`config.mk`:
```
export PLATFORM = sky130hd
export DESIGN_NAME = mult_pipe_param
export DESIGN_NICKNAME = d
export VERILOG_FILES = /design/src/rtl/mult_pipe_param.sv
export SDC_FILE = /design/constraint.sdc
export NUM_CORES = 2
export LEC_CHECK = 0
export ABC_AREA = 1
export CORE_AREA = 2 2 234 409
export CTS_CLUSTER_SIZE = 25
export DETAILED_ROUTE_END_ITERATION = 7
export DIE_AREA = 0 0 236 411
export PLACE_DENSITY = 0.58
export SLEW_MARGIN = 10
export SYNTH_ARGS = -nofsm -noshare
export SYNTH_HDL_FRONTEND = slang
export SYNTH_SLANG_ARGS = --single-unit
```
`constraint.sdc`:
```
create_clock -name CLK -period 9.1 [get_ports CLK]
set_clock_uncertainty 0.1 [all_clocks]
set_input_delay 2.275 -clock CLK [delete_from_list [all_inputs] [get_ports CLK]]
set_output_delay 2.275 -clock CLK [all_outputs]
set_load 0.005 [all_outputs]
```
`src/rtl/mult_pipe_param.sv`:
```
// Pipelined A x B multiplier: B split into 17-bit limbs summed by a systolic adder cascade, latency NB+2 enabled cycles.
// Optional running accumulator on the product stream when MULT_ACC_EN is defined.
module mult_pipe_param #(
  parameter int A_WIDTH   = 25,
  parameter int B_WIDTH   = 35,
  parameter int SIGNED    = 0,
  parameter int ACC_GUARD = 8
) (
  input  logic                               CLK,
  input  logic                               RST_N,
  input  logic                               CE,
  input  logic                               IN_VALID,
  input  logic [A_WIDTH-1:0]                 A_IN,
  input  logic [B_WIDTH-1:0]                 B_IN,
`ifdef MULT_ACC_EN
  input  logic                               ACC_CLR,
  output logic [A_WIDTH+B_WIDTH+ACC_GUARD-1:0] ACC_OUT,
`endif
  output logic [A_WIDTH+B_WIDTH-1:0]         PROD_OUT,
  output logic                               OUT_VALID
);

  localparam int PW = A_WIDTH + B_WIDTH;
  localparam int NB = ((B_WIDTH + 15) / 17 < 1) ? 1 : (B_WIDTH + 15) / 17;

  if (A_WIDTH < 2 || A_WIDTH > 25 || B_WIDTH < 2 || B_WIDTH > 69 || ACC_GUARD < 1)
  begin : g_bad_params
    $error("mult_pipe_param: parameter out of range");
  end

  // index 0 is the input register; index k+1 belongs to cascade stage k
  logic [A_WIDTH-1:0] a_q   [0:NB-1];
  logic [B_WIDTH-1:0] b_q   [0:NB-1];
  logic [PW-1:0]      p_q   [1:NB];
  logic [PW-1:0]      p_nxt [0:NB-1];
  logic [NB:0]        v_q;
`ifdef MULT_ACC_EN
  logic [NB:0]        clr_q;
`endif

  for (genvar k = 0; k < NB; k++) begin : g_stage
    localparam int LO = 17 * k;
    localparam int LW = (k == NB - 1) ? B_WIDTH - LO : 17;
    localparam bit SX = (SIGNED != 0) && (k == NB - 1);
    logic [PW-1:0] a_x;
    logic [PW-1:0] limb_x;
    logic [PW-1:0] pp;
    logic [PW-1:0] p_in;

    // operands extended to full product width so the mod-2^PW sum is exact in both modes
    assign a_x    = {{B_WIDTH{(SIGNED != 0) & a_q[k][A_WIDTH-1]}}, a_q[k]};
    assign limb_x = {{(PW-LW){SX & b_q[k][LO+LW-1]}}, b_q[k][LO +: LW]};
    assign pp     = a_x * limb_x;

    if (k == 0) begin : g_first
      assign p_in = '0;
    end else begin : g_next
      assign p_in = p_q[k];
    end

    assign p_nxt[k] = p_in + (pp << LO);
  end

  always_ff @(posedge CLK or negedge RST_N) begin
    if (!RST_N) begin
      for (int s = 0; s < NB; s++) begin
        a_q[s] <= '0;
        b_q[s] <= '0;
      end
      for (int s = 1; s <= NB; s++) p_q[s] <= '0;
      v_q <= '0;
`ifdef MULT_ACC_EN
      clr_q <= '0;
`endif
    end else if (CE) begin
      a_q[0] <= A_IN;
      b_q[0] <= B_IN;
      v_q    <= {v_q[NB-1:0], IN_VALID};
`ifdef MULT_ACC_EN
      clr_q  <= {clr_q[NB-1:0], ACC_CLR};
`endif
      for (int s = 1; s < NB; s++) begin
        a_q[s] <= a_q[s-1];
        b_q[s] <= b_q[s-1];
      end
      for (int s = 1; s <= NB; s++) p_q[s] <= p_nxt[s-1];
    end
  end

  // OUT_VALID is rewritten every cycle so a stalled token never pulses twice
  always_ff @(posedge CLK or negedge RST_N) begin
    if (!RST_N) begin
      PROD_OUT  <= '0;
      OUT_VALID <= 1'b0;
`ifdef MULT_ACC_EN
      ACC_OUT   <= '0;
`endif
    end else begin
      OUT_VALID <= CE & v_q[NB];
      if (CE && v_q[NB]) begin
        PROD_OUT <= p_q[NB];
`ifdef MULT_ACC_EN
        ACC_OUT  <= (clr_q[NB] ? '0 : ACC_OUT)
                    + {{ACC_GUARD{(SIGNED != 0) & p_q[NB][PW-1]}}, p_q[NB]};
`endif
      end
    end
  end

endmodule
```
==> impl_metrics.csv <==
group,metric,value,unit
status,status,"finished, final reports clean",
hold_path,hold_class,"reg2reg",
logic_synthesis,synth_top_cells_by_count,"1,906 x nand2_1, 1,392 x inv_1, 713 x fa_1",
logic_synthesis,synth_top_flop_cell,"dfrtp_1",
logic_synthesis,synth_area_per_cell,7.52,um^2
die,start_util,0.446,
logic_synthesis,synth_edf_count,0,
placed_design,place_worst_setup_slack,902,ps
clock_tree,cts-htree-levels,1,
global_routing,grt_usage,0.295,
critical_path,worstRegToRegCells,30,
route,detail_route.iter0.violations,1777,
critical_path,cp-start-kind,"flip-flop",
logic_synthesis,syn_nets,6594,
critical_path,endpoint_kind,"flip-flop",
die,die_y,411,um
logic_synthesis,yosysMostFrequentCell,"nand2_1",
die,rows,149,
timing,finalSetupTns,0,ps
clock_tree,hold_buffers,0,
clock_tree,cts_tree,"done",
global_routing,use_met2,0.572,
route,routed_wl,138000,um
logic_synthesis,synth_seq_cells,269,
critical_path,arrival,8600,ps
route,postRouteAntennaNets,0,
logic_synthesis,yosysWarnings,0,
cells_and_area,area_growth,8.17,%
global_routing,antenna_found_initial,2,
timing,finalSetupViolations,0,
critical_path,slowest_stage,"dfrtp_1",
cells_and_area,layout.nets,6561,
clock_tree,root_buffer,"clkbuf_16",
clock_tree,cts_buffer_depth,3,
timing,fin_crit_sh,0.900,
global_routing,grt_overflow,0,
timing,rsz0062_at_grt,"no",
placed_design,gp_congestion,0.986,
clock_tree,cts.sinks,269,
logic_synthesis,synth_largest_area_cell,"fa_1",
logic_synthesis,synth_top_cell_area_share,0.341,
logic_synthesis,synth_top_cells_by_area,"fa_1 34%, nand2_1 17%, dfrtp_1 16%",
die,pin_count,125,
route,first_pass_iters,5,
global_routing,use_met1,0.292,
timing,slew_viol_final,0,
clock_tree,cts_resized,0,
die,die_w,236,um
logic_synthesis,synth.distinct_cells,46,
die,core_area,93800,um^2
clock_tree,clk_latency,650,ps
cells_and_area,drive_above_1_share,0.0386,
timing,worstMarginPinSlew,1250,ps
clock_tree,clk_pin_slew,80,ps
route,vias_per_cell,5.10,
global_routing,grt_max_degree,113,
global_routing,grt_pass1_vias,38000,
logic_synthesis,syn_inst,5559,
critical_path,required,9520,ps
global_routing,top_usage_layer,"met2",
critical_path,crit_path_frequent_cell,"fa_1",
timing,timing.final.hold_violations,0,
timing,max_freq,122,MHz
placed_design,port_buffers,124,
critical_path,slowest_delay,990,ps
hold_path,whs_path_depth,2,
logic_synthesis,ys_async_sr_fraction,1.00,
route,route.detailed.drc,0,
timing,finalWorstSetupSlack,912,ps
global_routing,grt_first_pass_wirelength,216000,um
clock_tree,cts_inserted_buffers,31,
placed_design,hpwl,111000,um
clock_tree,post_cts_buffers,0,
global_routing,grtUsageMet3,0.0290,
timing,period_minus_slack,8190,ps
timing,worst_slew_margin_rel,0.166,
critical_path,crit_type,"reg2reg",
route,vias,34400,
logic_synthesis,synth-seq-area-share,0.161,
logic_synthesis,synth_area,41800,um^2
die,die-area,97000,um^2
critical_path,crit_fanout,20,
route,wl_per_cell,20.4,um
flow_run,maxCapViolCount,0,
## metal layers
| layer | vias up | wire (um) |
|---|---|---|
| met5 | - | 0 |
| met4 | 0 | 11400 |
| met3 | 488 | 5420 |
| met2 | 933 | 75100 |
| met1 | 17200 | 46200 |
| li1 | 15800 | - |
## layout make-up
class	instances	area (um^2)
inverters	1403	5270
multi-input cells	3625	28800
fillers	9569	48600
diodes	1	2.50
repair buffers	196	1800
well taps	1208	1510
flip-flops and latches	269	6730
clock buffers	40	870
clock inverters	17	208
## kinds of logic (layout without fill, tap and decap cells)
kind of cell / count (synthesis) / in the layout / synth area share
flip-flops: 269 / 269 / 0.161
XOR/XNOR: 66 / 66 / 0.0138
AO/OA/AOI/OAI: 320 / 320 / 0.0420
buffers and inverters: 1665 / 1656 / 0.150
adder cells (fa/ha/maj): 971 / 971 / 0.419
AND/OR/NAND/NOR: 2268 / 2268 / 0.215
other: 0 / 1 / 0
## critical path: cells and delay by family, from the launching register on
kind	cells	cell delay, ps
fa+ha+maj	8	3820
xor+xnor	1	420
flops	1	990
compound gates	6	890
simple gates	11	1380
buf+inv	4	440
## flip-flops by register name (all words and copies together) (netlist names)
signal	cells
b_q	53
OUT_VALID	1
g_stage.p_in	42
v_q	3
a_q	50
p_q	60
PROD_OUT	60
## through the flow
stage | hold WS [ps] | std cells | instance area (um^2) | util
CTS | 368 | 6758 | 45200 | 0.482
global placement | 355 | 6701 | 44100 | 0.471
finish | 362 | 6759 | 45200 | 0.482
global route | 394 | 6758 | 45200 | 0.482
detailed placement | 360 | 6701 | 44100 | 0.471
floorplan | 342 | 5559 | 41800 | -
## cells in the final DEF (no fill, tap or decap), types with 71 or more instances in the layout
master           Yosys  routed
nor2_1             146     146
nand3_1             99      99
dfrtp_1            269     269
clkdlybuf4s50_1      0     122
ha_1               258     258
fa_1               713     713
nand2_1           1906    1905
inv_1             1392    1392
o21ai_0            152     152
buf_4                0      71
a21oi_1             95      95
## worst paths after layout
kind | start | end | slack [ps]
worst max-delay path | b_q[22]$_DFFE_PN0P_ | p_q[49]$_DFFE_PN0P_ | 910
max in group asynchronous | RST_N | b_q[47]$_DFFE_PN0P_ | 5680
worst max register to register | b_q[22]$_DFFE_PN0P_ | p_q[49]$_DFFE_PN0P_ | 910
worst min register to register | p_q[44]$_DFFE_PN0P_ | PROD_OUT[44]$_DFFE_PN0P_ | 360
min in group asynchronous | RST_N | p_q[53]$_DFFE_PN0P_ | 1450
worst min-delay path | p_q[44]$_DFFE_PN0P_ | PROD_OUT[44]$_DFFE_PN0P_ | 360
Power is not shown: default switching activity piles up to over one toggle a cycle in this logic, so the estimate is an artifact.
